`config.mk`:
```
export PLATFORM = sky130hd
export DESIGN_NAME = regfile_mp_sb
export DESIGN_NICKNAME = d
export VERILOG_FILES = /design/src/rtl/core_pkg.sv /design/src/rtl/regfile_scoreboard.sv /design/src/rtl/regfile_mp_sb.sv
export SDC_FILE = /design/constraint.sdc
export NUM_CORES = 2
export LEC_CHECK = 0
export ABC_AREA = 1
export ABC_CLOCK_PERIOD_IN_PS = 4600
export CELL_PAD_IN_SITES_DETAIL_PLACEMENT = 2
export CELL_PAD_IN_SITES_GLOBAL_PLACEMENT = 2
export CORE_AREA = 2 2 478 480
export DETAILED_ROUTE_END_ITERATION = 12
export DIE_AREA = 0 0 480 482
export GPL_ROUTABILITY_DRIVEN = 0
export HOLD_SLACK_MARGIN = 0.05
export MAX_ROUTING_LAYER = met4
export PLACE_DENSITY_LB_ADDON = 0.08
export SLEW_MARGIN = 0
export SYNTH_ARGS = -nofsm -noshare
export SYNTH_HDL_FRONTEND = slang
export SYNTH_SLANG_ARGS = --single-unit
```
`constraint.sdc`:
```
create_clock -name clk -period 4.6 [get_ports clk]
set_input_delay 0.69 -clock clk [delete_from_list [all_inputs] [get_ports clk]]
set_output_delay 0.69 -clock clk [all_outputs]
set_load 0.02 [all_outputs]
```
`src/rtl/core_pkg.sv`:
```
// Shared defaults and helpers for the register file slice.
// Holds the AW derivation and the popcount used by the scoreboard.
package core_pkg;

    localparam int WIDTH_DEF    = 32;
    localparam int DEPTH_DEF    = 32;
    localparam int ZERO_REG_DEF = 1;
    localparam int POP_MAX      = 1024;

    function automatic int addr_width(input int depth);
        int w;
        w = 0;
        while ((1 << w) < depth) w++;
        return w;
    endfunction

    function automatic int popcount(input logic [POP_MAX-1:0] v);
        int n;
        n = 0;
        for (int i = 0; i < POP_MAX; i++) n += int'(v[i]);
        return n;
    endfunction

endpackage

```
`src/rtl/regfile_scoreboard.sv`:
```
// Pending-write scoreboard: flush > set > clear at each edge.
// busy_count is the registered popcount of the next-state vector.
module regfile_scoreboard
    import core_pkg::*;
#(
    parameter int DEPTH    = DEPTH_DEF,
    parameter int NRD      = 2,
    parameter int NWR      = 2,
    parameter int ZERO_REG = ZERO_REG_DEF,
    parameter int AW       = addr_width(DEPTH),
    parameter int CW       = $clog2(DEPTH + 1)
) (
    input  logic              clk,
    input  logic              reset,
    input  logic              flush,
    input  logic              iss_en,
    input  logic [AW-1:0]     iss_addr,
    input  logic [NWR-1:0]    wr_en,
    input  logic [NWR*AW-1:0] wr_addr,
    input  logic [NRD*AW-1:0] rd_addr,
    output logic [NRD-1:0]    rd_busy,
    output logic [CW-1:0]     busy_count
);

    logic [DEPTH-1:0]   sb;
    logic [DEPTH-1:0]   sb_nxt;
    logic [POP_MAX-1:0] sb_ext;
    logic [NRD-1:0]     hit;
    logic [AW-1:0]      ra [NRD];
    logic [AW-1:0]      wa [NWR];

    for (genvar k = 0; k < NRD; k++) begin : g_ra
        assign ra[k] = rd_addr[k*AW +: AW];
    end
    for (genvar j = 0; j < NWR; j++) begin : g_wa
        assign wa[j] = wr_addr[j*AW +: AW];
    end

    // Next-state vector: clears first, then set, flush overrides all.
    always_comb begin
        sb_nxt = sb;
        for (int j = 0; j < NWR; j++)
            if (wr_en[j]) sb_nxt[wa[j]] = 1'b0;
        if (iss_en) sb_nxt[iss_addr] = 1'b1;
        if (flush) sb_nxt = '0;
        if (ZERO_REG != 0) sb_nxt[0] = 1'b0;
    end

    // Zero-extend for the shared popcount helper.
    always_comb begin
        sb_ext = '0;
        sb_ext[DEPTH-1:0] = sb_nxt;
    end

    // Scoreboard and count registers.
    always_ff @(posedge clk or negedge reset) begin
        if (!reset) begin
            sb         <= '0;
            busy_count <= '0;
        end else begin
            sb         <= sb_nxt;
            busy_count <= CW'(popcount(sb_ext));
        end
    end

    // A register being written this cycle is not reported busy.
    always_comb begin
        hit = '0;
        for (int k = 0; k < NRD; k++)
            for (int j = 0; j < NWR; j++)
                if (wr_en[j] && wa[j] == ra[k]) hit[k] = 1'b1;
    end

    // Per-port busy lookup.
    always_comb begin
        rd_busy = '0;
        for (int k = 0; k < NRD; k++)
            rd_busy[k] = sb[ra[k]] & ~hit[k];
    end

endmodule

```
`src/rtl/regfile_mp_sb.sv`:
```
// Multi-port register file with write-to-read bypass and scoreboard.
// Storage, write arbitration and bypass live here.
module regfile_mp_sb
    import core_pkg::*;
#(
    parameter int WIDTH    = WIDTH_DEF,
    parameter int DEPTH    = DEPTH_DEF,
    parameter int NRD      = 2,
    parameter int NWR      = 2,
    parameter int ZERO_REG = ZERO_REG_DEF,
    localparam int AW      = addr_width(DEPTH),
    localparam int CW      = $clog2(DEPTH + 1)
) (
    input  logic                 clk,
    input  logic                 reset,
    input  logic [NRD*AW-1:0]    rd_addr,
    output logic [NRD*WIDTH-1:0] rd_data,
    output logic [NRD-1:0]       rd_busy,
    input  logic [NWR-1:0]       wr_en,
    input  logic [NWR*AW-1:0]    wr_addr,
    input  logic [NWR*WIDTH-1:0] wr_data,
    input  logic                 iss_en,
    input  logic [AW-1:0]        iss_addr,
    input  logic                 flush,
    output logic [CW-1:0]        busy_count
);

    logic [WIDTH-1:0] mem [DEPTH];
    logic [AW-1:0]    ra  [NRD];
    logic [AW-1:0]    wa  [NWR];
    logic [WIDTH-1:0] wd  [NWR];

    for (genvar k = 0; k < NRD; k++) begin : g_ra
        assign ra[k] = rd_addr[k*AW +: AW];
    end
    for (genvar j = 0; j < NWR; j++) begin : g_w
        assign wa[j] = wr_addr[j*AW +: AW];
        assign wd[j] = wr_data[j*WIDTH +: WIDTH];
    end

    // Storage; later ports overwrite earlier ones on an address clash.
    always_ff @(posedge clk or negedge reset) begin
        if (!reset) begin
            for (int i = 0; i < DEPTH; i++) mem[i] <= '0;
        end else begin
            for (int j = 0; j < NWR; j++)
                if (wr_en[j] && !(ZERO_REG != 0 && wa[j] == '0))
                    mem[wa[j]] <= wd[j];
        end
    end

    // Read mux with bypass; highest matching write port wins.
    always_comb begin
        rd_data = '0;
        for (int k = 0; k < NRD; k++) begin
            rd_data[k*WIDTH +: WIDTH] = mem[ra[k]];
            for (int j = 0; j < NWR; j++)
                if (wr_en[j] && wa[j] == ra[k])
                    rd_data[k*WIDTH +: WIDTH] = wd[j];
            if (ZERO_REG != 0 && ra[k] == '0)
                rd_data[k*WIDTH +: WIDTH] = '0;
        end
    end

    regfile_scoreboard #(
        .DEPTH    (DEPTH),
        .NRD      (NRD),
        .NWR      (NWR),
        .ZERO_REG (ZERO_REG),
        .AW       (AW),
        .CW       (CW)
    ) u_sb (
        .clk        (clk),
        .reset      (reset),
        .flush      (flush),
        .iss_en     (iss_en),
        .iss_addr   (iss_addr),
        .wr_en      (wr_en),
        .wr_addr    (wr_addr),
        .rd_addr    (rd_addr),
        .rd_busy    (rd_busy),
        .busy_count (busy_count)
    );

endmodule

```
After elaboration in Yosys (flattened, before gate mapping)
Cells that the tools add are included.
{"block": "word_totals", "ff_bits": 1061, "output_inout_bits": 72, "mem_bits_rw": 0, "rom_bits": 0, "word_cells": 150, "latch_bits": 0, "in_bits": 95, "memories": 0}
{"block": "op_classes", "n_mux": 38, "reduce_logical": 17, "bitwise_logic": 13, "magnitude_cmp": 14, "shifts": 0, "div": 0, "n_eq_ne": 4, "add_sub_neg": 30, "mul": 0}
{"op": "1024-bit bitwise mux", "n": 2}
{"op": "1024-bit 2-to-1 mux", "n": 2}
{"op": "32-bit 2-to-1 mux", "n": 16}
{"op": "32-bit binary-select mux with 5-bit select", "n": 2}
{"op": "32-bit demux with 5-bit select", "n": 2}
{"op": "6-bit by 2-bit adder with 6-bit output", "n": 29}
{"op": "32-bit bitwise AND", "n": 2}
{"op": "32-bit NOT", "n": 2}
{"op": "32-bit bitwise OR", "n": 1}
{"op": "5-bit by 6-bit < comparator with 1-bit output, second input constant", "n": 5}
{"op": "6-bit greater-or-equal comparator, second input constant", "n": 4}
{"op": "5-bit NOT with 6-bit output", "n": 4}
{"op": "5-bit == test", "n": 4}
{"op": "5-bit logical NOT", "n": 4}
{"op": "1-bit demux with 5-bit select", "n": 3}
{"op": "5-bit by 1-bit greater-or-equal comparator with 1-bit output, second input constant", "n": 3}
{"op": "6-bit by 1-bit < comparator with 1-bit output, second input constant", "n": 2}
{"op": "1-bit logical AND", "n": 11}
{"op": "1-bit binary-select mux with 5-bit select", "n": 2}
{"op": "1-bit 2-to-1 mux", "n": 9}
{"op": "1-bit by 1-bit adder with 2-bit output", "n": 1}
{"op": "1-bit bitwise AND", "n": 2}
{"op": "1-bit logical NOT", "n": 2}
{"op": "1-bit NOT", "n": 2}

Logic depth before layout (Yosys ltp)
{"block": "depth", "depth_word": 42, "depth_mapped": 29, "depth_no_buf": 28}

Cells and area by module
From an unflattened synthesis, not the netlist that was laid out.
{"block": "hier_totals", "hier_cells": 10952, "hier_area_um2": 71914.0}
{"module": "regfile_mp_sb", "area_each_um2": 68122.8, "cells_each": 10415, "n_inst": 1, "seq_area_each_um2": 25624.6}
{"module": "regfile_scoreboard", "area_each_um2": 3791.1, "cells_each": 537, "n_inst": 1, "seq_area_each_um2": 925.9}

Worst setup path before layout
OpenSTA, ideal clock, no wires.
{"block": "synth_path", "path_kind": "in2reg", "startpoint": "input wr_addr[3]", "endpoint": "register u_sb.busy_count[4]", "setup_slack_ns": -1.419, "n_path_buf": 2, "path_stages": 22, "required_ns": 4.479, "arrival_ns": 5.898, "setup_ns": 0.121, "cell_sequence": "buf_4 nor3_4 nand2_1 nor2_2 inv_2 clkbuf_1 nand3_1 a21oi_1 ha_1 inv_1 fa_1 fa_1 fa_1 fa_1 fa_1 inv_1 fa_1 ha_1 inv_1 fa_1 o21a_1 xor2_1"}
{"block": "synth_via", "elab_chain_cells": 42, "elab_cells_between_ends": 43, "classes_between": "add/sub (30); order compare (2); mux (6); bitwise (4); reduce/logical (1)"}
{"item": "start: declaration", "line": "regfile_mp_sb.sv:20", "source": "input logic [NWR*AW-1:0] wr_addr,"}
{"item": "5-bit by 6-bit < comparator with 1-bit output (implied by the code) / 5-bit by 1-bit greater-or-equal comparator with 1-bit output (equally long branches)", "line": "regfile_scoreboard.sv:43", "source": "if (wr_en[j]) sb_nxt[wa[j]] = 1'b0;"}
{"item": "1-bit logical AND (implied by the code)", "line": "regfile_scoreboard.sv:43"}
{"item": "1-bit 2-to-1 mux (implied by the code)", "line": "regfile_scoreboard.sv:43"}
{"item": "1-bit demux with 5-bit select (*)"}
{"item": "32-bit NOT (no line) (*)"}
{"item": "32-bit bitwise AND (no line) (*)"}
{"item": "32-bit 2-to-1 mux (*)", "line": "regfile_scoreboard.sv:43"}
{"item": "32-bit bitwise AND (no line)"}
{"item": "32-bit 2-to-1 mux (*)", "line": "regfile_scoreboard.sv:43"}
{"item": "32-bit bitwise OR (no line)"}
{"item": "32-bit 2-to-1 mux (*)", "line": "regfile_scoreboard.sv:44", "source": "if (iss_en) sb_nxt[iss_addr] = 1'b1;"}
{"item": "32-bit 2-to-1 mux (*)", "line": "regfile_scoreboard.sv:45", "source": "if (flush) sb_nxt = '0;"}
{"item": "net u_sb.sb_ext[1]", "line": "regfile_scoreboard.sv:27", "source": "logic [POP_MAX-1:0] sb_ext;"}
{"item": "1-bit by 1-bit adder with 2-bit output (*)", "line": "core_pkg.sv:20", "source": "for (int i = 0; i < POP_MAX; i++) n += int'(v[i]);"}
{"item": "6-bit by 2-bit adder with 6-bit output (*) (29 in a row)", "line": "core_pkg.sv:20"}
{"item": "end signal: assignment", "line": "regfile_scoreboard.sv:62", "source": "busy_count <= CW'(popcount(sb_ext));"}
{"item": "end: declaration", "line": "regfile_scoreboard.sv:22", "source": "output logic [CW-1:0] busy_count"}
The timed path passes the listed nets; every way through them passes the cells marked *.

Worst setup path in the final report
{"block": "layout_path", "startpoint": "input wr_addr[3]", "endpoint": "register u_sb.busy_count[4]"}
{"block": "layout_via", "elab_cells_between_ends": 43, "classes_between": "add/sub (30); order compare (2); mux (6); bitwise (4); reduce/logical (1)"}
{"item": "5-bit by 6-bit < comparator with 1-bit output (implied by the code) / 5-bit by 1-bit greater-or-equal comparator with 1-bit output (equally long branches)", "line": "regfile_scoreboard.sv:43"}
{"item": "1-bit logical AND (implied by the code)", "line": "regfile_scoreboard.sv:43"}
{"item": "1-bit 2-to-1 mux (implied by the code)", "line": "regfile_scoreboard.sv:43"}
{"item": "1-bit demux with 5-bit select (*)"}
{"item": "32-bit NOT (no line) (*)"}
{"item": "32-bit bitwise AND (no line) (*)"}
{"item": "32-bit 2-to-1 mux (*)", "line": "regfile_scoreboard.sv:43"}
{"item": "32-bit bitwise AND (no line)"}
{"item": "32-bit 2-to-1 mux (*)", "line": "regfile_scoreboard.sv:43"}
{"item": "32-bit bitwise OR (no line)"}
{"item": "32-bit 2-to-1 mux (*)", "line": "regfile_scoreboard.sv:44"}
{"item": "32-bit 2-to-1 mux (*)", "line": "regfile_scoreboard.sv:45"}
{"item": "net u_sb.sb_ext[23]", "line": "regfile_scoreboard.sv:27"}
{"item": "6-bit by 2-bit adder with 6-bit output (*) (9 in a row)", "line": "core_pkg.sv:20"}
Marks and branches as above.

==> flow_summary.json <==
{
  "track_usage": 0.457,
  "syn_area_um2": 72000,
  "critPathArrivalTime_ns": 6.23,
  "r2r_end": "u_sb.busy_count[4]",
  "regArea_um2": 26600,
  "hold_depth": 5,
  "yosys-top-cells-count": "nand2_1 (2598), nand3_1 (1900), o21ai_0 (1304), a21oi_1 (1062), dfrtp_1 (1061)",
  "fp.dieArea_um2": 231000,
  "rows": 175,
  "whs_ns": 0.350,
  "multi_input_area_um2": 38000,
  "start_util": 0.318,
  "endpoint_kind": "flip-flop",
  "clockBufferDepth": 3,
  "clk_latency_ns": 0.86,
  "synth.top_cell.area_share": 0.369,
  "dr.pass1.iters": 7,
  "finalWorstSetupSlack_ns": -0.902,
  "synth_edf_count": 0,
  "cts-root-buf": "clkbuf_16",
  "antenna_found_initial": 59,
  "cts_sinks": 1061,
  "ys_top_cells_by_area": "dfrtp_1 (37%), nand2_1 (14%), nand3_1 (13%)",
  "place_inst": 13800,
  "wirelength_mm": 530,
  "crit_type": "in -> reg",
  "grt_max_degree": 130,
  "cpMostUsedCell": "fa_1",
  "fmax_ghz": 0.182,
  "rsz0062_at_grt": "yes",
  "final_util": 0.378,
  "first_iter_violations": 11000,
  "finalPower_uw": 36300,
  "critical_path.max_stage_delay_ns": 0.60,
  "viasPerCell": 6.46,
  "worst_pin_slew_ns": 1.30,
  "synthesis.instances": 11000,
  "drt-wirelength-per-cell_um": 37.5,
  "cp_slowest_cell": "fa_1",
  "drc_errors": 0,
  "grt_pass1_wl_mm": 730,
  "max-vdd-ir-drop_uv": 409,
  "reg2reg_from": "u_sb.sb[15]",
  "fin_setup_tns_ns": -5.32,
  "crit_buf_inv": 6,
  "hold_class": "in -> reg",
  "crit_start": "wr_addr[3]",
  "die_y_um": 482,
  "port-buffer-count": 166,
  "antenna_left": 0,
  "syn_avg_cell_area_um2": 6.54,
  "setup-violations-final": 16,
  "stdcell_count": 14100,
  "reg2reg_slack_ns": -0.66,
  "hold_violations": 0,
  "rr_worst_depth": 17,
  "pin_count": 167,
  "ys_seq_area_frac": 0.369,
  "fill_cells": 27000,
  "cp_data_required_time_ns": 5.33,
  "slew_violations": 0,
  "synth.net_count": 11100,
  "hold_path_startpoint": "iss_addr[1]",
  "syn2layout_area_growth_pct": 18.7,
  "start_kind": "primary input",
  "yosysUniqueCellTypes": 35,
  "vias": 91200,
  "fin_crit_sh": 1.20,
  "die_width_um": 480,
  "crit_fanout": 5,
  "synthArstFlopShare": 1.00,
  "synth_ff_type": "dfrtp_1",
  "ys_ff_latch": 1061,
  "critical_path.top_delay_family": "adder cells",
  "cts_tree": "yes",
  "status": "finished with violations",
  "yosysMostFrequentCell": "nand2_1",
  "fin_skew_ns": 0.0167,
  "drive_gt1_frac": 0.114,
  "layout.nets": 11100,
  "cts_buffers": 147,
  "coreArea_um2": 226000,
  "first_global_vias": 93600,
  "p_per_area_nw_per_um2": 424,
  "max-cap-violations": 0,
  "violations": "setup timing",
  "yosysTopAreaCell": "dfrtp_1",
  "min_to": "u_sb.sb[29]",
  "yosysWarnings": 0,
  "final.min_clock_period_ns": 5.50,
  "timing.slew.headroom": 0.132,
  "grt_overflow": 0,
  "crit_chain": "buf_12 -> buf_8 -> buf_6 -> nor3_4 -> nand2_2 -> nor2_4 -> nand3b_1 -> a21oi_2 -> inv_2 -> fa_1 -> fa_1 -> fa_2 -> fa_1 -> fa_1 -> inv_2 -> fa_2 -> ha_4 -> inv_2 -> fa_2 -> o21a_1 -> xor2_1",
  "p_leak_uw": 0.0399,
  "dpl.hpwl_mm": 322,
  "htree_levels": 4,
  "clk_pin_slew_worst_paths_ns": 0.06
}
what timing repair did:
item / in CTS / in global routing
endpoints found under the hold margin: 53 / 0
endpoints found under the setup margin: 6 / 7
buffers inserted: 23 / 38
pin swaps: 41 / 40
hold buffers: 1 / 0
resized for setup: 126 / 103
how the worst max path moves through the flow:
stage / end / slack, ns / cells past startpoint
5_1_grt: u_sb.busy_count[4] / -0.88 / 21
3_5_place_dp: u_sb.busy_count[4] / -2.00 / 23
4_1_cts: u_sb.busy_count[4] / -0.65 / 22
3_3_place_gp: u_sb.busy_count[4] / -1.91 / 21
6_report: u_sb.busy_count[4] / -0.90 / 21
2_1_floorplan: u_sb.busy_count[4] / -1.20 / 22
sequential cells by signal, indices dropped and copies added (netlist names):
| register | cells |
|---|---|
| u_sb.busy_count | 6 |
| u_sb.sb | 31 |
| mem | 1024 |
final cells by class:
| type | instances | area share |
|---|---|---|
| Sequential cell | 1061 | 0.311 |
| Antenna cell | 56 | 0.00164 |
| Clock buffer | 215 | 0.0502 |
| Timing Repair Buffer | 905 | 0.0993 |
| Clock inverter | 34 | 0.00467 |
| Inverter | 995 | 0.0446 |
| Tap cell | 3009 | 0.0440 |
| Multi-Input combinational cell | 7852 | 0.445 |
through the flow:
stage | cell area [µm²] | worst slack [ns]
after detailed placement | 79700 | -2.00
after global placement | 79700 | -1.91
after CTS | 84800 | -0.653
after floorplan | 72100 | -1.20
after global routing | 85400 | -0.882
final | 85500 | -0.902
where the power goes:
| group | internal [µW] | total [µW] | switching [µW] | leakage (µW) |
|---|---|---|---|---|
| clock | 6760 | 11800 | 5050 | 0.00231 |
| combinational | 3900 | 11600 | 7660 | 0.0252 |
| sequential | 11700 | 12900 | 1220 | 0.0124 |
worst register-to-register path, stage by stage, from the launching register on:
cell      delay [ns]
dfrtp_1         0.41
nand3b_1        0.13
a21oi_2         0.20
inv_2           0.07
fa_1            0.55
inv_2           0.04
fa_1            0.54
inv_2           0.05
fa_1            0.55
fa_1            0.47
fa_1            0.55
inv_2           0.06
fa_2            0.60
ha_4            0.14
inv_2           0.05
fa_2            0.37
o21a_1          0.20
xor2_1          0.16
cell usage in the layout (no fill, tap or decap), types with 24 or more instances in the layout:
cell             instances
clkdlybuf4s50_1         93
o22ai_1                 47
inv_1                  910
o21ai_1                 42
nand3_4                 24
inv_2                   55
buf_4                  659
a211oi_1                32
clkbuf_8                31
nor3_1                  24
a21oi_1               1048
nand3_1               1867
nand2_1               2556
dfrtp_1               1061
diode_2                 56
clkbuf_1                36
nor2_1                 395
buf_6                   27
buf_12                 106
o211ai_1               312
o21ai_0               1303
clkbuf_16              150
cell families after synthesis:
logic type,after synthesis,share of synthesized area
AND/OR/NAND/NOR,4982,0.296
AO/OA/AOI/OAI,2834,0.211
buffers and inverters,2105,0.116
flip-flops,1061,0.369
adder cells (fa/ha/maj),32,0.00796
XOR/XNOR,4,0.000487
routing by layer:
metal / GRT usage / part of all wire / vias up
li1: - / - / 36500
met3: 0.0942 / 0.099 / 1867
met1: 0.557 / 0.39 / 47500
met2: 0.660 / 0.43 / 5467
met5: - / 0 / -
met4: 0.350 / 0.088 / 0
Power figures use the tool's default switching activity.
